## config.mk

```make
export PLATFORM = sky130hd
export DESIGN_NAME = mlp_seq_engine
export DESIGN_NICKNAME = d
export VERILOG_FILES = /design/src/rtl/mlp_seq_engine.sv
export SDC_FILE = /design/constraint.sdc
export NUM_CORES = 2
export LEC_CHECK = 0
export CAP_MARGIN = 15
export CELL_PAD_IN_SITES_DETAIL_PLACEMENT = 0
export CELL_PAD_IN_SITES_GLOBAL_PLACEMENT = 1
export CORE_MARGIN = 3
export CORE_UTILIZATION = 41
export DETAILED_ROUTE_END_ITERATION = 8
export HOLD_SLACK_MARGIN = 0.05
export PLACE_DENSITY = 0.67
export SLEW_MARGIN = 40
export SYNTH_ARGS = -nofsm -noshare
export SYNTH_HDL_FRONTEND = slang
export SYNTH_SLANG_ARGS = --single-unit
```

## constraint.sdc

```tcl
create_clock -name clk -period 10.6 [get_ports clk]
set_input_delay 2.12 -clock clk [delete_from_list [all_inputs] [get_ports clk]]
set_output_delay 2.12 -clock clk [all_outputs]
set_load 0.01 [all_outputs]
```

## src/rtl/mlp_seq_engine.sv

```systemverilog
// mlp_seq_engine: 2-layer MLP accelerator on an Avalon-MM slave port.
// A single time-multiplexed MAC evaluates the hidden layer and then the output
// layer from internal weight RAMs. Arithmetic is signed fixed point with FRAC_BITS
// fractional bits. Each layer has optional ReLU, round-half-up and saturation.
// Ports:
//   clk, rst (synchronous, active-low)
//   address/write/writedata/read : register access
//     0 CTRL, 1 INPUT, 2 WEIGHT, 3 OUTSEL/output, 4 CYCLES
//   readdata : registered read data, valid one cycle after read
//   irq      : level interrupt, irq_en & done
module mlp_seq_engine #(
   parameter int unsigned N_INPUTS   = 4,
   parameter int unsigned N_HIDDEN   = 8,
   parameter int unsigned N_OUTPUT   = 4,
   parameter int unsigned DATA_WIDTH = 16,
   parameter int unsigned FRAC_BITS  = 8,
   parameter int unsigned ACC_WIDTH  = 40
) (
   input  logic        clk,
   input  logic        rst,
   input  logic [2:0]  address,
   input  logic        write,
   input  logic [31:0] writedata,
   input  logic        read,
   output logic [31:0] readdata,
   output logic        irq
);
   localparam int unsigned KMAX = (N_HIDDEN > N_INPUTS) ? N_HIDDEN : N_INPUTS;
   localparam int unsigned JMAX = (N_HIDDEN > N_OUTPUT) ? N_HIDDEN : N_OUTPUT;
   localparam int unsigned KW   = $clog2(KMAX + 1);
   localparam int unsigned JW   = (JMAX > 1) ? $clog2(JMAX) : 1;
   localparam int unsigned XW   = (N_INPUTS > 1) ? $clog2(N_INPUTS) : 1;
   localparam int unsigned HW   = (N_HIDDEN > 1) ? $clog2(N_HIDDEN) : 1;
   localparam int unsigned OW   = (N_OUTPUT > 1) ? $clog2(N_OUTPUT) : 1;
   localparam int unsigned IW   = $clog2(N_INPUTS + 1);
   localparam int unsigned H1W  = $clog2(N_HIDDEN + 1);
   localparam int unsigned PW   = 2 * DATA_WIDTH;

   localparam logic signed [ACC_WIDTH-1:0] RND  = ACC_WIDTH'(1) <<< (FRAC_BITS - 1);
   localparam logic signed [ACC_WIDTH-1:0] SMAX = ACC_WIDTH'((1 << (DATA_WIDTH - 1)) - 1);
   localparam logic signed [ACC_WIDTH-1:0] SMIN = -SMAX - ACC_WIDTH'(1);

   localparam logic [2:0] S_IDLE   = 3'd0;
   localparam logic [2:0] S_L0_MAC = 3'd1;
   localparam logic [2:0] S_L0_WB  = 3'd2;
   localparam logic [2:0] S_L1_MAC = 3'd3;
   localparam logic [2:0] S_L1_WB  = 3'd4;
   localparam logic [2:0] S_FIN    = 3'd5;

   logic [2:0] state, state_nxt;
   logic [KW-1:0] k;
   logic [JW-1:0] j;
   logic signed [ACC_WIDTH-1:0] acc;
   logic signed [DATA_WIDTH-1:0] x    [N_INPUTS];
   logic signed [DATA_WIDTH-1:0] hid  [N_HIDDEN];
   logic signed [DATA_WIDTH-1:0] outv [N_OUTPUT];
   logic signed [DATA_WIDTH-1:0] w0   [N_HIDDEN][N_INPUTS+1];
   logic signed [DATA_WIDTH-1:0] w1   [N_OUTPUT][N_HIDDEN+1];
   logic done, irq_en, relu_hid, relu_out, err;
   logic [15:0] out_sel;
   logic [31:0] cycle_cnt;

   logic busy_c, wr_ctrl_c, wr_in_c, wr_w_c, wr_sel_c, start_c;
   logic in_ok_c, w_ok_c, err_set_c, done_set_c, last_k_c, last_j_c, relu_c;
   logic done_nxt_c, err_nxt_c, irq_en_nxt_c;
   logic [15:0] in_idx_c;
   logic [6:0]  w_row_c;
   logic [7:0]  w_col_c;
   logic signed [DATA_WIDTH-1:0] w_cur_c, a_cur_c, wb_c;
   logic signed [PW-1:0] prod_c;
   logic signed [ACC_WIDTH-1:0] mac_c, rnd_c, shr_c;
   logic [31:0] rd_c;

   // Bus decode, range checks and CTRL next-state
   always_comb begin
      busy_c    = (state != S_IDLE);
      wr_ctrl_c = write && (address == 3'd0);
      wr_in_c   = write && (address == 3'd1);
      wr_w_c    = write && (address == 3'd2);
      wr_sel_c  = write && (address == 3'd3);
      start_c   = wr_ctrl_c && writedata[0] && !busy_c;
      in_idx_c  = writedata[31:16];
      w_row_c   = writedata[30:24];
      w_col_c   = writedata[23:16];
      in_ok_c   = in_idx_c < 16'(N_INPUTS);
      w_ok_c    = writedata[31] ? ((w_row_c < 7'(N_OUTPUT)) && (w_col_c <= 8'(N_HIDDEN)))
                                : ((w_row_c < 7'(N_HIDDEN)) && (w_col_c <= 8'(N_INPUTS)));
      err_set_c = (wr_in_c && (busy_c || !in_ok_c)) ||
                  (wr_w_c && (busy_c || !w_ok_c)) ||
                  (wr_sel_c && busy_c);
      last_k_c  = (state == S_L1_MAC) ? (k == KW'(N_HIDDEN)) : (k == KW'(N_INPUTS));
      last_j_c  = (state == S_L1_WB) ? (j == JW'(N_OUTPUT - 1)) : (j == JW'(N_HIDDEN - 1));
      // done is raised as FIN is entered, so it lands exactly at the end of the last write-back
      done_set_c = (state == S_L1_WB) && last_j_c;

      done_nxt_c = done;
      if (wr_ctrl_c && writedata[1]) done_nxt_c = 1'b0;
      if (start_c) done_nxt_c = 1'b0;
      if (done_set_c) done_nxt_c = 1'b1;
      err_nxt_c = err;
      if (wr_ctrl_c && writedata[6]) err_nxt_c = 1'b0;
      if (err_set_c) err_nxt_c = 1'b1;
      irq_en_nxt_c = wr_ctrl_c ? writedata[2] : irq_en;
   end

   // Next-state logic
   always_comb begin
      state_nxt = state;
      case (state)
         S_IDLE:   if (start_c) state_nxt = S_L0_MAC;
         S_L0_MAC: if (last_k_c) state_nxt = S_L0_WB;
         S_L0_WB:  state_nxt = last_j_c ? S_L1_MAC : S_L0_MAC;
         S_L1_MAC: if (last_k_c) state_nxt = S_L1_WB;
         S_L1_WB:  state_nxt = last_j_c ? S_FIN : S_L1_MAC;
         S_FIN:    state_nxt = S_IDLE;
         default:  state_nxt = S_IDLE;
      endcase
   end

   // MAC step: k=0 loads the bias scaled to the product's binary point
   always_comb begin
      if (state == S_L1_MAC) begin
         w_cur_c = w1[OW'(j)][H1W'(k)];
         a_cur_c = hid[HW'(k - KW'(1))];
      end else begin
         w_cur_c = w0[HW'(j)][IW'(k)];
         a_cur_c = x[XW'(k - KW'(1))];
      end
      prod_c = PW'(w_cur_c) * PW'(a_cur_c);
      if (k == '0) mac_c = ACC_WIDTH'(w_cur_c) <<< FRAC_BITS;
      else         mac_c = acc + ACC_WIDTH'(prod_c);
   end

   // Write-back: round half up, saturate, optional ReLU
   always_comb begin
      rnd_c = acc + RND;
      shr_c = rnd_c >>> FRAC_BITS;
      if (shr_c > SMAX)      wb_c = DATA_WIDTH'(SMAX);
      else if (shr_c < SMIN) wb_c = DATA_WIDTH'(SMIN);
      else                   wb_c = DATA_WIDTH'(shr_c);
      relu_c = (state == S_L0_WB) ? relu_hid : relu_out;
      if (relu_c && wb_c[DATA_WIDTH-1]) wb_c = '0;
   end

   // Read mux
   always_comb begin
      case (address)
         3'd0:    rd_c = {25'b0, err, busy_c, relu_out, relu_hid, irq_en, done, 1'b0};
         3'd3:    rd_c = (out_sel < 16'(N_OUTPUT)) ? 32'(outv[OW'(out_sel)]) : '0;
         3'd4:    rd_c = cycle_cnt;
         default: rd_c = '0;
      endcase
   end

   // State register
   always_ff @(posedge clk) begin
      if (!rst) state <= S_IDLE;
      else      state <= state_nxt;
   end

   // Control, datapath and register file
   always_ff @(posedge clk) begin
      if (!rst) begin
         done      <= 1'b0;
         err       <= 1'b0;
         irq_en    <= 1'b0;
         relu_hid  <= 1'b0;
         relu_out  <= 1'b0;
         irq       <= 1'b0;
         readdata  <= '0;
         out_sel   <= '0;
         cycle_cnt <= '0;
         j         <= '0;
         k         <= '0;
         acc       <= '0;
         for (int i = 0; i < int'(N_INPUTS); i++) x[i] <= '0;
         for (int i = 0; i < int'(N_HIDDEN); i++) hid[i] <= '0;
         for (int i = 0; i < int'(N_OUTPUT); i++) outv[i] <= '0;
      end else begin
         done   <= done_nxt_c;
         err    <= err_nxt_c;
         irq_en <= irq_en_nxt_c;
         irq    <= irq_en_nxt_c && done_nxt_c;
         if (wr_ctrl_c) begin
            relu_hid <= writedata[3];
            relu_out <= writedata[4];
         end
         if (read) readdata <= rd_c;
         if (wr_in_c && in_ok_c && !busy_c) x[XW'(in_idx_c)] <= DATA_WIDTH'(writedata[15:0]);
         if (wr_sel_c && !busy_c) out_sel <= writedata[15:0];
         if (start_c) begin
            cycle_cnt <= '0;
            j         <= '0;
            k         <= '0;
         end
         if (state == S_L0_MAC || state == S_L1_MAC) begin
            acc <= mac_c;
            k   <= last_k_c ? '0 : k + KW'(1);
         end
         if (state == S_L0_WB || state == S_L1_WB) j <= last_j_c ? '0 : j + JW'(1);
         if (state == S_L0_WB) hid[HW'(j)] <= wb_c;
         if (state == S_L1_WB) outv[OW'(j)] <= wb_c;
         if (busy_c && state != S_FIN) cycle_cnt <= cycle_cnt + 32'd1;
      end
   end

   // Weight RAMs keep their contents across reset
   always_ff @(posedge clk) begin
      if (rst && wr_w_c && w_ok_c && !busy_c) begin
         if (writedata[31]) w1[OW'(w_row_c)][H1W'(w_col_c)] <= DATA_WIDTH'(writedata[15:0]);
         else               w0[HW'(w_row_c)][IW'(w_col_c)] <= DATA_WIDTH'(writedata[15:0]);
      end
   end

endmodule
```

==> results.sh <==
export IMPL_status="finished clean"
export IMPL_via_per_inst=5.58
export IMPL_cap_violations=0
export IMPL_clkPwrFrac=0.374
export IMPL_irDropWorstVdd_v=0.000147
export IMPL_arrival_ns=10.51
export IMPL_dp_hpwl_um=130000
export IMPL_cp_max_fo=26
export IMPL_clk_path_buf_depth=3
export IMPL_drv_slew=0
export IMPL_setup_viol=0
export IMPL_worst_pin_slew_ns=0.843
export IMPL_mostFrequentLayoutCells="1472 x edfxtp_1, 429 x mux4_2, 398 x inv_1"
export IMPL_leakagePower_nw=30.5
export IMPL_start_util=0.414
export IMPL_vias=43606
export IMPL_finalWirelength_um=204000
export IMPL_fin_crit_sh=0.930
export IMPL_wl_per_cell_um=26.1
export IMPL_io_pins=72
export IMPL_synth_ff_type="edfxtp_1"
export IMPL_slowest_stage="a221oi_1"
export IMPL_portBuffers=71
export IMPL_reg2reg_slack_ns=0.75
export IMPL_synth_edff_count=1472
export IMPL_cpMostUsedCell="fa_1"
export IMPL_setup_tns_ns=0
export IMPL_holdPathStages=2
export IMPL_area_growth_pct=12.9
export IMPL_hp_class="flip-flop to flip-flop"
export IMPL_grtUsageTotal=0.208
export IMPL_die_area_um2=195000
export IMPL_die_w_um=442
export IMPL_critical_path_required_ns=11.26
export IMPL_drtIter0Drc=4074
export IMPL_max_stage_delay_ns=0.55
export IMPL_endpoint_kind="flip-flop"
export IMPL_seq_power_share=0.445
export IMPL_clk_latency_ns=0.84
export IMPL_p_sw_w=0.00428
export IMPL_skew_ns=0.0697
export IMPL_drcViolationCount=0
export IMPL_hold_viol=0
export IMPL_finalWorstSetupSlack_ns=0.746
export IMPL_rsz0062_at_grt="false"
export IMPL_firstDrtPassIters=6
export IMPL_critPathLaunchType="flip-flop"
export IMPL_drive_above_1_share=0.212
export IMPL_cts_sinks=1613
export IMPL_yosysSeqAreaShare=0.603
export IMPL_core_um2=188000
export IMPL_gp_congestion=0.802
export IMPL_grt_pass1_vias=45062
export IMPL_internal_power_w=0.0114
export IMPL_cts_hold_buf=0
export IMPL_synth_avg_cell_area_um2=15.6
export IMPL_grt_overflow=0
export IMPL_dpl_worst_slack_ns=0.498
export IMPL_power_total_w=0.0157
export IMPL_numCtsBuffers=166
export IMPL_layout_nets=5663
export IMPL_hp_start="out_sel[4]"
export IMPL_grt_pass1_wl_um=304000
export IMPL_synth_seq_cells=1613
export IMPL_syn_nets=5486
export IMPL_grt_max_degree=84
export IMPL_synthTopCellsByArea="edfxtp_1 57%, mux4_2 12%, fa_1 8.5%, dfxtp_1 3.6%, a21oi_1 2.1%"
export IMPL_final_common_cell="edfxtp_1"
export IMPL_slew_headroom=0.437
export IMPL_synth_top_cell_area_share=0.567
export IMPL_drtAntennaViolNets=0
export IMPL_synth_area_um2=78000
export IMPL_fin_crit_ns=9.85
export IMPL_num_rows=159
export IMPL_fmax_mhz=101
export IMPL_ctsRootBufferMaster="clkbuf_16"
export IMPL_worstReg2RegEnd="acc[37]"
export IMPL_p_per_area_nw_per_um2=178
export IMPL_p_sw_frac=0.272
export IMPL_ys_warn_count=0
export IMPL_crit_type="flip-flop to flip-flop"
export IMPL_ys_types=80
export IMPL_combPwrFrac=0.182
export IMPL_die_h_um=442
export IMPL_ctsHtreeMaxLevel=4
export IMPL_synth_cells=4997
export IMPL_reg2regPathDepth=31
export IMPL_synth_top_cell_by_area="edfxtp_1"
export IMPL_synthArstFlopShare=0
export IMPL_cts_tree="built"
export IMPL_clk_pin_slew_ns=0.06
export IMPL_holdPathEnd="out_sel[4]"
export IMPL_antenna_found_initial=2
==> routing by layer <==
metal | GRT usage | up-vias | share of wire
met3 | 0.0297 | 245 | 0.051
met4 | 0.0506 | 0 | 0.022
met2 | 0.346 | 1251 | 0.49
li1 | - | 18980 | -
met1 | 0.290 | 23130 | 0.43
met5 | 0 | - | 0
==> synthesized netlist by cell type, types with 7 or more instances <==
master and number:
or3_1 20, and3_1 72, o21ai_0 86, and2_1 32
buf_4 43, edfxtp_1 1472, o21ai_1 16, nand2_1 206
dfxtp_1 141, a31oi_1 12, a21oi_2 68, nand2b_1 80
o21ai_2 12, a221oi_1 18, mux2i_1 46, a21oi_1 331
clkbuf_1 167, a21o_1 14, nor3_1 27, buf_1 17
nor2_1 349, inv_1 401, o21a_1 17, mux2_2 24
nand2_2 10, buf_2 49, mux4_2 429, or2_2 30
o211ai_1 10, nor4_1 11, nand4_1 15, buf_6 8
fa_1 330, xor2_1 24, nor2b_1 72, xnor2_1 40
ha_1 120, nand3_1 82, a211o_1 7
==> what timing repair did <==
| action | CTS | global route |
|---|---|---|
| gates resized for setup | 0 | 1 |
| endpoints found under the setup margin | 0 | 3 |
| setup buffers | 0 | 1 |
==> final cells by class <==
type                    instances  area (µm²)
fillers                     16155      100000
flip-flops and latches       1613       47000
multi-input cells            2696       28300
clock buffers                 206        4370
well taps                    2495        3120
repair buffers                294        2560
inverters                     403        1520
clock inverters               101        1130
diodes                          2        5.00
==> state kept, by name, summed over array words and instances, names as in the netlist, named ones only <==
register / flops
hid: 128
outv: 64
out_sel: 16
readdata: 32
done: 1
x: 64
err: 1
w0: 640
state: 3
relu_out: 1
cycle_cnt: 32
irq: 1
acc: 40
k: 4
j: 3
relu_hid: 1
w1: 576
irq_en: 1
==> critical path: cells and delay by family, from the launching register on <==
kind	cells	cell delay, ns
compound gates	12	2.85
fa+ha+maj	7	3.45
buf+inv	8	1.25
flops	1	0.52
mux	2	1.07
simple gates	2	0.46
==> how the worst max path moves through the flow <==
stage               slack [ns]  cells past startpoint  endpoint  startpoint
global route              0.12                     31   acc[37]   flip-flop
CTS                       0.42                     30   acc[28]   flip-flop
detailed placement        0.50                     30   acc[28]   flip-flop
global placement          0.37                     31   acc[37]   flip-flop
floorplan                 0.95                     35   acc[28]        k[1]
finish                    0.75                     31   acc[37]   flip-flop
==> power by group through the flow <==
| stage | combinational (W) | clock, W | sequential, W |
|---|---|---|---|
| floorplan | 0.00208 | 0 | 0.00711 |
| global placement | 0.00284 | 0 | 0.00712 |
| detailed placement | 0.00286 | 0 | 0.00712 |
| CTS | 0.00288 | 0.00599 | 0.00699 |
| global route | 0.00325 | 0.00626 | 0.00699 |
| finish | 0.00285 | 0.00588 | 0.00699 |
==> cells by family after synthesis <==
family,share of synthesized area
compound gates,0.0500
mux,0.133
simple gates,0.0655
buf+inv,0.0369
fa+ha+maj,0.104
flops,0.603
xor+xnor,0.00719
==> stage by stage <==
step,instance area [µm²],hold WS (ns),utilization,instances
final,88100,0.456,0.467,7810
after global routing,88100,0.477,0.467,7808
after CTS,88000,0.459,0.467,7806
after detailed placement,82500,0.451,0.438,7499
after global placement,82300,0.440,0.437,7494
after floorplan,78000,0.431,-,4997
No activity file was read; power rests on OpenSTA's default activity.
